<file path="src/rtl/mem_stage.sv">
// Memory-access stage: ALU results pass straight through, loads and stores run
// as req/ack bus transactions while upstream is stalled until completion.
module mem_stage #(
    parameter int unsigned TIMEOUT = 255
) (
    input  logic        clk,
    input  logic        rst,
    input  logic        i_wreg,
    input  logic [4:0]  i_wreg_addr,
    input  logic [31:0] i_wreg_data,
    input  logic [3:0]  i_mem_op,
    input  logic [31:0] i_mem_addr,
    input  logic [31:0] i_store_data,
    output logic        o_wreg,
    output logic [4:0]  o_wreg_addr,
    output logic [31:0] o_wreg_data,
    output logic        o_stall_req,
    output logic        o_except,
    output logic        o_bus_err,
    output logic        o_bus_req,
    output logic        o_bus_we,
    output logic [31:0] o_bus_addr,
    output logic [3:0]  o_bus_sel,
    output logic [31:0] o_bus_wdata,
    input  logic        i_bus_ack,
    input  logic [31:0] i_bus_rdata
);
    localparam int unsigned CNT_W = (TIMEOUT > 1) ? $clog2(TIMEOUT) : 1;
    localparam logic [CNT_W-1:0] CNT_LAST = CNT_W'(TIMEOUT - 1);

    typedef enum logic [1:0] {IDLE, BUS, DONE} state_t;

    state_t            state_q, state_d;
    logic [CNT_W-1:0]  cnt_q, cnt_d;
    logic [31:0]       result_q, result_d;
    logic              isLoad_q, isLoad_d;
    logic              except_q, except_d;
    logic              err_q, err_d;
    logic [3:0]        memOp_q, memOp_d;
    logic [1:0]        byteOff_q, byteOff_d;
    logic              busReq_q, busReq_d;
    logic              busWe_q, busWe_d;
    logic [31:0]       busAddr_q, busAddr_d;
    logic [3:0]        busSel_q, busSel_d;
    logic [31:0]       busWdata_q, busWdata_d;

    logic        isByteOp, isHalfOp, isWordOp, isMemOp, isLoadOp, misaligned;
    logic [3:0]  selPattern;
    logic [31:0] wdataPattern;
    logic [7:0]  laneByte;
    logic [15:0] laneHalf;
    logic [31:0] loadValue;

    always_comb begin
        isByteOp     = (i_mem_op == 4'd1) || (i_mem_op == 4'd2) || (i_mem_op == 4'd6);
        isHalfOp     = (i_mem_op == 4'd3) || (i_mem_op == 4'd4) || (i_mem_op == 4'd7);
        isWordOp     = (i_mem_op == 4'd5) || (i_mem_op == 4'd8);
        isMemOp      = isByteOp || isHalfOp || isWordOp;
        isLoadOp     = (i_mem_op >= 4'd1) && (i_mem_op <= 4'd5);
        misaligned   = (isHalfOp && i_mem_addr[0]) ||
                       (isWordOp && (i_mem_addr[1:0] != 2'b00));
        selPattern   = 4'b1111;
        wdataPattern = i_store_data;
        if (isByteOp) begin
            selPattern   = 4'b0001 << i_mem_addr[1:0];
            wdataPattern = {4{i_store_data[7:0]}};
        end else if (isHalfOp) begin
            selPattern   = i_mem_addr[1] ? 4'b1100 : 4'b0011;
            wdataPattern = {2{i_store_data[15:0]}};
        end
    end

    // Lane selection uses the registered byte offset; rdata is only valid with ack.
    always_comb begin
        laneByte = i_bus_rdata[{byteOff_q, 3'b000} +: 8];
        laneHalf = byteOff_q[1] ? i_bus_rdata[31:16] : i_bus_rdata[15:0];
        case (memOp_q)
            4'd1:    loadValue = {{24{laneByte[7]}}, laneByte};
            4'd2:    loadValue = {24'd0, laneByte};
            4'd3:    loadValue = {{16{laneHalf[15]}}, laneHalf};
            4'd4:    loadValue = {16'd0, laneHalf};
            default: loadValue = i_bus_rdata;
        endcase
    end

    always_ff @(posedge clk) begin
        if (rst) begin
            state_q    <= IDLE;
            cnt_q      <= '0;
            result_q   <= '0;
            isLoad_q   <= 1'b0;
            except_q   <= 1'b0;
            err_q      <= 1'b0;
            memOp_q    <= '0;
            byteOff_q  <= '0;
            busReq_q   <= 1'b0;
            busWe_q    <= 1'b0;
            busAddr_q  <= '0;
            busSel_q   <= '0;
            busWdata_q <= '0;
        end else begin
            state_q    <= state_d;
            cnt_q      <= cnt_d;
            result_q   <= result_d;
            isLoad_q   <= isLoad_d;
            except_q   <= except_d;
            err_q      <= err_d;
            memOp_q    <= memOp_d;
            byteOff_q  <= byteOff_d;
            busReq_q   <= busReq_d;
            busWe_q    <= busWe_d;
            busAddr_q  <= busAddr_d;
            busSel_q   <= busSel_d;
            busWdata_q <= busWdata_d;
        end
    end

    always_comb begin
        state_d    = state_q;
        cnt_d      = cnt_q;
        result_d   = result_q;
        isLoad_d   = isLoad_q;
        except_d   = except_q;
        err_d      = err_q;
        memOp_d    = memOp_q;
        byteOff_d  = byteOff_q;
        busReq_d   = busReq_q;
        busWe_d    = busWe_q;
        busAddr_d  = busAddr_q;
        busSel_d   = busSel_q;
        busWdata_d = busWdata_q;
        case (state_q)
            IDLE: begin
                if (isMemOp) begin
                    isLoad_d = isLoadOp;
                    except_d = 1'b0;
                    err_d    = 1'b0;
                    if (misaligned) begin
                        except_d = 1'b1;
                        state_d  = DONE;
                    end else begin
                        busReq_d   = 1'b1;
                        busWe_d    = !isLoadOp;
                        busAddr_d  = {i_mem_addr[31:2], 2'b00};
                        busSel_d   = selPattern;
                        busWdata_d = wdataPattern;
                        memOp_d    = i_mem_op;
                        byteOff_d  = i_mem_addr[1:0];
                        cnt_d      = '0;
                        state_d    = BUS;
                    end
                end
            end
            BUS: begin
                if (i_bus_ack) begin
                    result_d = loadValue;
                    busReq_d = 1'b0;
                    state_d  = DONE;
                end else if (cnt_q == CNT_LAST) begin
                    busReq_d = 1'b0;
                    err_d    = 1'b1;
                    state_d  = DONE;
                end else begin
                    cnt_d = cnt_q + CNT_W'(1);
                end
            end
            default: begin
                except_d = 1'b0;
                err_d    = 1'b0;
                state_d  = IDLE;
            end
        endcase
    end

    // Every output is forced low while reset is held, including the pass-through path.
    always_comb begin
        o_wreg      = 1'b0;
        o_wreg_addr = '0;
        o_wreg_data = '0;
        o_stall_req = 1'b0;
        o_except    = 1'b0;
        o_bus_err   = 1'b0;
        o_bus_req   = 1'b0;
        o_bus_we    = 1'b0;
        o_bus_addr  = '0;
        o_bus_sel   = '0;
        o_bus_wdata = '0;
        if (!rst) begin
            o_bus_req   = busReq_q;
            o_bus_we    = busWe_q;
            o_bus_addr  = busAddr_q;
            o_bus_sel   = busSel_q;
            o_bus_wdata = busWdata_q;
            case (state_q)
                IDLE: begin
                    if (isMemOp) begin
                        o_stall_req = 1'b1;
                    end else begin
                        o_wreg      = i_wreg;
                        o_wreg_addr = i_wreg_addr;
                        o_wreg_data = i_wreg_data;
                    end
                end
                BUS: begin
                    o_stall_req = 1'b1;
                end
                default: begin
                    o_wreg      = i_wreg && isLoad_q && !err_q && !except_q;
                    o_wreg_addr = i_wreg_addr;
                    o_wreg_data = result_q;
                    o_except    = except_q;
                    o_bus_err   = err_q;
                end
            endcase
        end
    end

endmodule

</file>
<file path="config.mk">
export PLATFORM = sky130hd
export DESIGN_NAME = mem_stage
export DESIGN_NICKNAME = d
export VERILOG_FILES = /design/src/rtl/mem_stage.sv
export SDC_FILE = /design/constraint.sdc
export NUM_CORES = 1
export LEC_CHECK = 0
export ABC_CLOCK_PERIOD_IN_PS = 3800
export BUFFER_PORTS_ARGS = -buffer_cell sky130_fd_sc_hd__buf_2
export CORE_MARGIN = 8
export CORE_UTILIZATION = 53
export DETAILED_ROUTE_END_ITERATION = 8
export PLACE_DENSITY = 0.94
export SLEW_MARGIN = 10
export SYNTH_ARGS = -nofsm -noshare
export SYNTH_HDL_FRONTEND = slang
export SYNTH_SLANG_ARGS = --single-unit
</file>
<file path="constraint.sdc">
create_clock -name clk -period 3.8 [get_ports clk]
set_input_delay 0.57 -clock clk [delete_from_list [all_inputs] [get_ports clk]]
set_output_delay 0.57 -clock clk [all_outputs]
set_load 0.01 [all_outputs]
</file>
# == Word-level counts from Yosys, hierarchy flattened ==
# Index checks and enable logic that the tools add are counted.
# word_totals
ff_bits,119
inputBits,141
out_inout_bits,111
wordCells,119
# classes
add_sub_neg,1
order_cmp,2
eq_ne,20
n_shift,2
muxes,50
n_bitwise,2
n_reduce_logical,29
# ops
op,n
$mux 32,6
$pmux 32 s4,1
$pmux 32 s2,1
$mux 8,4
$shiftx 32x6->8,1
$eq 4x3->1 const B,5
$mux 1,19
$eq 4x2->1 const B,4
$mux 16,1
$mux 4,4
$pmux 8 s2,1
$mux 5,2
$ne 2x2->1 const B,5
$pmux 1 s2,5
$pmux 5 s2,1
$add 8x1->8 const B,1
$eq 4x1->1 const B,2
$eq 8x8->1 const B,1
$logic_or 1x1->1,8
$mux 2,4
$reduce_and 2->1,4
$logic_and 1x1->1,6
$reduce_and 3->1,2
$reduce_and 5->1,1
13 further kinds,17

# == Longest topological paths before layout ==
# Gate-level depths: netlist of the first run.
# logic_depth
depth_word,8
ltp_mapped,9
depth_no_buf,7

# == Least setup slack after synthesis of the first run ==
# OpenSTA, ideal clock, no wires.
# synth_path
path_type,input to output
start,input port i_mem_op[0]
end,output port o_wreg_data[2]
arrival_ns,1.935
t_required_ns,3.230
path_slack_ns,1.295
cell_stages,6
n_path_buf,2
path_cell_list,buf_6 -> or4_1 -> a21oi_2 -> buf_2 -> a22oi_1 -> nor2_1
# synth_via
elab_chain_len,8
word_cells_on_any_way,18
cone_classes,eq/ne (8); mux (3); reduce/logical (7)
# synth_rtl
element,line_no,rtl
from (decl),11,"input logic [3:0] i_mem_op,"
$eq 4x1->1 (tied with other cells),55,isByteOp = (i_mem_op == 4'd1) || (i_mem_op == 4'd2) || (i_mem_op == 4'd6);
"$logic_or 1x1->1, on equally long branches (2 in a row)","55, 56",
$logic_or 1x1->1,58,isMemOp = isByteOp || isHalfOp || isWordOp;
$logic_or 1x1->1 *,58,
$mux 32 *,196,if (isMemOp) begin
$pmux 32 s2 *,194,case (state_q)
$mux 32 *,188,if (!rst) begin
to (decl),16,"output logic [31:0] o_wreg_data,"
# Every way passes the cells marked *; elsewhere a longest branch is shown, timed or not.

# == Worst setup path in the final report of the first run ==
# layout_path
start,input port i_mem_op[3]
end,output port o_wreg_data[31]
# Same word-level chain as after synthesis.

==> impl_metrics.json, run 1 <==
{
  "synth.top_cell.area_share_pct": 36.5,
  "cts.path.max_buffers": 2,
  "die_area_sq_mm": 0.0161,
  "drtPass1Iterations": 7,
  "fin_area_sq_mm": 0.00831,
  "clk_pin_slew_ns": 0.06,
  "period_share_pct": 77.0,
  "top_level_ports": 252,
  "clock-root-buffer": "clkbuf_16",
  "die_x_um": 127,
  "portBuffers": 249,
  "finalHoldViolCount": 0,
  "wirelength_um": 21600,
  "wl_per_cell_um": 17.6,
  "dpl.hpwl_um": 15400,
  "clock_latency_ns": 0.42,
  "utilization_pct": 69.2,
  "die_h_um": 127,
  "synthArstFlopShare_pct": 0,
  "initial_core_util_pct": 54.3,
  "yosys.area_share.simple_pct": 28.7,
  "min_period_ns": 2.93,
  "grt_overflow": 0,
  "cts_tree": "built",
  "synth.mux.area_fraction_pct": 4.20,
  "report.final.slew_viol_count": 0,
  "total_power_mw": 3.73,
  "cts_setup_buffers": 0,
  "cellLeakagePower_nw": 3.74,
  "holdBufCountCts": 0,
  "status": "finished, final reports clean",
  "area_growth_pct": 27.5,
  "drt-initial-drc-count": 609,
  "synth_largest_area_cell": "dfxtp_1",
  "max-slew-margin-rel_pct": 24.3,
  "syn_area_sq_mm": 0.00652,
  "drc_errors": 0,
  "tightest_slew_ns": 1.13,
  "path_max_fanout": 34,
  "cts_max_level": 4,
  "powerDensity_mw_per_mm2": 449,
  "antenna_found_initial": 2,
  "numCtsBuffers": 17,
  "core_sq_mm": 0.0120,
  "synth_compound_area_share_pct": 24.1,
  "arrival_ns": 2.36,
  "worstHoldPathType": "input pin to flop",
  "synth_xor_area_share_pct": 0.269,
  "synth-edff-count": 0,
  "grt_max_degree": 108,
  "yosysWarningCount": 0,
  "yosys.area_share.adder_pct": 0.384,
  "cp-start-kind": "input pin",
  "gp_congestion": 0.945,
  "vias_per_cell": 5.78,
  "syn-instance-count": 860,
  "worst_hold_slack_ns": 0.385,
  "syn_avg_cell_area_sq_um": 7.58,
  "fin_tns_setup_ns": 0,
  "setup_viol": 0,
  "drive_gt1_share_pct": 28.3,
  "cp_data_required_time_ns": 3.23,
  "synthDistinctLibCells": 62,
  "yosysSeqAreaShare_pct": 36.5,
  "clock.fmax_ghz": 0.342,
  "place_area_sq_mm": 0.00773,
  "path_class": "input pin to primary output",
  "ant_nets": 0,
  "grtUsageTotal_pct": 26.0,
  "maxCapViolations": 0,
  "grt_pass1_wl_um": 34000,
  "cts.repair.resized": 0,
  "rsz0062_at_grt": "no",
  "fin_nets": 1209,
  "fillers": 953,
  "finClkSkew_ns": 0.00843,
  "synth_top_family_by_area": "simple AND/OR/NAND/NOR gates",
  "yosys-top-cells-area": "dfxtp_1, nand2_1, nor2b_1",
  "clock_sinks": 119,
  "grt_pass1_vias": 6839,
  "ys.flop_type": "dfxtp_1",
  "vdd_ir_drop_max_mv": 0.360,
  "end_kind": "primary output",
  "vias": 7089,
  "synth-seq-cells": 119,
  "fp-row-count": 40
}
-- metal layers --
metal  vias up  share of wire [%]  routed length (um)  GRT usage, %
met5         -                  0                   0             0
met4         0                4.2                 909          13.9
met3        85                9.2                1990          8.63
met2       357                 48               10400          43.6
met1      3238                 39                8330          28.6
li1       3409                  -                   -             -
-- flip-flops by register name, summed over array words and instances, names as in the netlist --
name and cells:
memOp_q 4, isLoad_q 1, cnt_q 8, busSel_q 4
busWe_q 1, result_q 32, except_q 1, byteOff_q 2
busAddr_q 30, busReq_q 1, state_q 2, busWdata_q 32
err_q 1
-- report_power, final --
group	internal (mW)	switching, mW
clock	0.968	0.583
sequential	1.35	0.0688
combinational	0.303	0.461
total	2.62	1.11
-- worst paths after layout --
path | startpoint | end | slack (ns) | depth (start not counted)
max | i_mem_op[3] | o_wreg_data[31] | 0.87 | 7
min | i_mem_addr[23] | busAddr_q[23] | 0.39 | 3
max reg2reg | byteOff_q[1] | result_q[15] | 0.90 | 5
min reg2reg | busAddr_q[2] | busAddr_q[2] | 0.45 | 2
-- per-stage QoR --
stage | worst slack (ns) | instances
detailed placement | 0.948 | 1194
global placement | 0.963 | 1194
global route | 0.669 | 1227
finish | 0.872 | 1227
floorplan | 1.29 | 861
CTS | 0.907 | 1225
-- Yosys cell counts, types with 3 or more instances --
cell type  count
nand2_1      157
nor3b_1        3
o211a_1        6
nor2_1        95
a2111oi_1      8
or4_1          3
o211ai_1       7
buf_2         27
a311o_1        6
nor3_1         7
a31oi_1        4
nor2b_1       74
a311oi_1      10
buf_1          5
nand3b_1       8
and3_1         3
and2_1         7
nand3_1        8
or3_1          4
inv_1          8
a21o_1        10
o221ai_1       3
a211oi_1      26
a21oi_1       69
dfxtp_1      119
clkbuf_1      37
o21ai_0       34
buf_4          5
mux2i_1       24
nand2b_1      10
a22oi_1       33
-- cell type report --
| type | count | area (sq um) | share of cell area (%) |
|---|---|---|---|
| Antenna cell | 2 | 5.00 | 0.0602 |
| Clock buffer | 22 | 484 | 5.82 |
| Clock inverter | 9 | 95.1 | 1.14 |
| Inverter | 8 | 30.0 | 0.361 |
| Multi-Input combinational cell | 659 | 3790 | 45.6 |
| Sequential cell | 119 | 2380 | 28.7 |
| Tap cell | 147 | 184 | 2.21 |
| Timing Repair Buffer | 261 | 1340 | 16.1 |
-- cells by family (layout without fill, tap and decap cells) --
| group | Yosys count | after routing |
|---|---|---|
| other | 1 | 4 |
| buffers and inverters | 83 | 300 |
| XOR/XNOR | 2 | 2 |
| multiplexers | 26 | 26 |
| AO/OA/AOI/OAI | 233 | 233 |
| flip-flops | 119 | 119 |
| adder cells (fa/ha/maj) | 2 | 2 |
| AND/OR/NAND/NOR | 394 | 394 |
-- worst max-delay path, cell delays in order --
cell and delay, ns:
buf_2 0.17, or4_1 0.60, a21oi_2 0.19, buf_4 0.34
a22oi_1 0.11, nor2_1 0.18, buf_2 0.18
-- cell usage in the layout (no fill, tap or decap), drive strengths merged, types with 9 or more instances in the layout --
master     n
buf      261
nand2    157
dfxtp    119
nor2      95
nor2b     74
a21oi     72
o21ai     36
a22oi     33
a211oi    26
mux2i     24
clkbuf    22
nand2b    10
a311oi    10
a21o      10
a2111oi    9
No activity file was read; power rests on OpenSTA's default activity.
==> run 2, diff against run 1 <==
--- a/config.mk
+++ b/config.mk
@@ -5,12 +5,12 @@
 export SDC_FILE = /design/constraint.sdc
 export NUM_CORES = 1
 export LEC_CHECK = 0
-export ABC_CLOCK_PERIOD_IN_PS = 3800
+export ABC_CLOCK_PERIOD_IN_PS = 2650
 export BUFFER_PORTS_ARGS = -buffer_cell sky130_fd_sc_hd__buf_2
 export CORE_MARGIN = 8
-export CORE_UTILIZATION = 53
+export CORE_UTILIZATION = 45
 export DETAILED_ROUTE_END_ITERATION = 8
-export PLACE_DENSITY = 0.94
+export PLACE_DENSITY = 0.85
 export SLEW_MARGIN = 10
 export SYNTH_ARGS = -nofsm -noshare
 export SYNTH_HDL_FRONTEND = slang
==> constraint.sdc (replaced) <==
create_clock -name clk -period 2.65 [get_ports clk]
set_input_delay 0.3975 -clock clk [delete_from_list [all_inputs] [get_ports clk]]
set_output_delay 0.3975 -clock clk [all_outputs]
set_load 0.01 [all_outputs]
==> run 2 against run 1 <==
Against the previous run: clock skew shrank 0.0020 ns; wire length decreased by 3.2%; global-route usage down 4.2 points; critical path depth is 1 higher; die area is 15% higher; largest cell class unchanged; largest power group unchanged; highest routed layer unchanged.
==> impl_metrics.json, run 2 (synthesized netlist as in run 1, its figures left out) <==
{
  "status": "finished, final reports clean",
  "path_max_fanout": 3,
  "min_to": "busAddr_q[8]",
  "cp_data_required_time_ns": 2.25,
  "dpl.hpwl_um": 15500,
  "maxCapViolations": 0,
  "vdd_ir_drop_max_mv": 0.444,
  "fin_nets": 1223,
  "wl_per_cell_um": 16.4,
  "drt-initial-drc-count": 453,
  "cts_tree": "built",
  "vias": 6956,
  "clock_sinks": 119,
  "multi_input_area_sq_mm": 0.00379,
  "report.final.slew_viol_count": 0,
  "drc_errors": 0,
  "min_period_ns": 2.50,
  "fillers": 1276,
  "powerDensity_mw_per_mm2": 622,
  "diodes": 0,
  "cp-start-kind": "input pin",
  "setup_viol": 0,
  "clk_pin_slew_ns": 0.05,
  "wirelength_um": 21000,
  "gp_congestion": 0.929,
  "fp-row-count": 44,
  "rrSetupSlack_ns": 0.31,
  "top_regs": "busWdata_q: 32 flops, result_q: 32 flops, busAddr_q: 30 flops",
  "initial_core_util_pct": 45.4,
  "ant_nets": 0,
  "worstHoldPathType": "input pin to flop",
  "arrival_ns": 2.11,
  "grtUsageTotal_pct": 21.8,
  "die_h_um": 136,
  "tightest_slew_ns": 1.15,
  "period_share_pct": 94.4,
  "finClkSkew_ns": 0.00645,
  "cts_setup_buffers": 0,
  "die_x_um": 136,
  "instances_no_fill": 1275,
  "reg2reg_from": "byteOff_q[1]",
  "register_area_sq_mm": 0.00238,
  "drive_gt1_share_pct": 29.0,
  "cts_max_level": 4,
  "cts.path.max_buffers": 2,
  "top_level_ports": 252,
  "final_cell_mix": "buf_2, nand2_1, dfxtp_1",
  "post-place-cells": 1245,
  "fin_tns_setup_ns": 0,
  "grt_pass1_vias": 6525,
  "cts.repair.resized": 0,
  "grt_overflow": 0,
  "area_growth_pct": 29.9,
  "grt_max_degree": 68,
  "reg2reg_depth": 5,
  "holdBufCountCts": 0,
  "clock-root-buffer": "clkbuf_16",
  "max-slew-margin-rel_pct": 22.9,
  "holdPathStages": 3,
  "clock.fmax_ghz": 0.400,
  "clock_latency_ns": 0.41,
  "final_common_cell": "buf_2",
  "antenna_found_initial": 0,
  "rsz0062_at_grt": "no",
  "drtPass1Iterations": 5,
  "vias_per_cell": 5.46,
  "cellLeakagePower_nw": 3.80,
  "core_sq_mm": 0.0144,
  "finalHoldViolCount": 0,
  "path_class": "input pin to primary output",
  "die_area_sq_mm": 0.0186,
  "portBuffers": 249,
  "grt_pass1_wl_um": 32500,
  "numCtsBuffers": 17,
  "r2r_end": "result_q[15]",
  "end_kind": "primary output",
  "hold_start": "i_mem_addr[8]"
}
run 2: area by class of cell:
type                       instances  area share, %
tap                              184           2.72
inverter                           8          0.354
timing repair buffer             275           17.7
clock buffer                      22           5.48
multi-input combinational        659           44.7
clock inverter                     8          0.901
sequential                       119           28.1
run 2: metal layers:
layer / up-vias / wire length [um] / track usage [%]
li1: 3444 / - / -
met1: 3187 / 8390 / 25.6
met2: 283 / 10100 / 36.0
met3: 42 / 2060 / 6.95
met4: 0 / 439 / 8.79
met5: - / 0 / 0
run 2: worst max path at each step:
stage                     cells after the start              to        start  slack [ns]
after floorplan                               6  o_wreg_data[2]  i_mem_op[0]        0.49
after detailed placement                      7          o_wreg  i_mem_op[3]        0.17
final                                         8     o_stall_req  i_mem_op[3]        0.15
after global routing                          7          o_wreg  i_mem_op[3]        0.07
after global placement                        7          o_wreg  i_mem_op[3]        0.19
after CTS                                     7          o_wreg  i_mem_op[3]        0.17
run 2: per-stage QoR:
step | total power [mW] | instance area [sq um] | hold slack (ns) | worst slack (ns) | util, %
after floorplan | 2.77 | 6530 | 0.426 | 0.490 | -
after global placement | 3.17 | 7930 | 0.436 | 0.192 | 55.2
after detailed placement | 3.19 | 7930 | 0.441 | 0.175 | 55.2
after CTS | 5.31 | 8470 | 0.204 | 0.169 | 59.0
after global routing | 5.54 | 8470 | 0.209 | 0.0674 | 59.0
final | 5.27 | 8470 | 0.222 | 0.147 | 59.0
run 2: worst max-delay path, stage by stage:
cell    delay [ns]
buf_2         0.11
or4_1         0.59
and2_1        0.22
nor2_1        0.28
buf_4         0.18
nor3_1        0.04
buf_4         0.16
buf_2         0.13
run 2: report_power, final:
group | total, mW | switching (mW) | leakage [nW] | internal (mW)
registers | 2.02 | 0.0849 | 0.972 | 1.94
clock network | 2.11 | 0.786 | 0.258 | 1.32
logic | 1.14 | 0.669 | 2.57 | 0.470
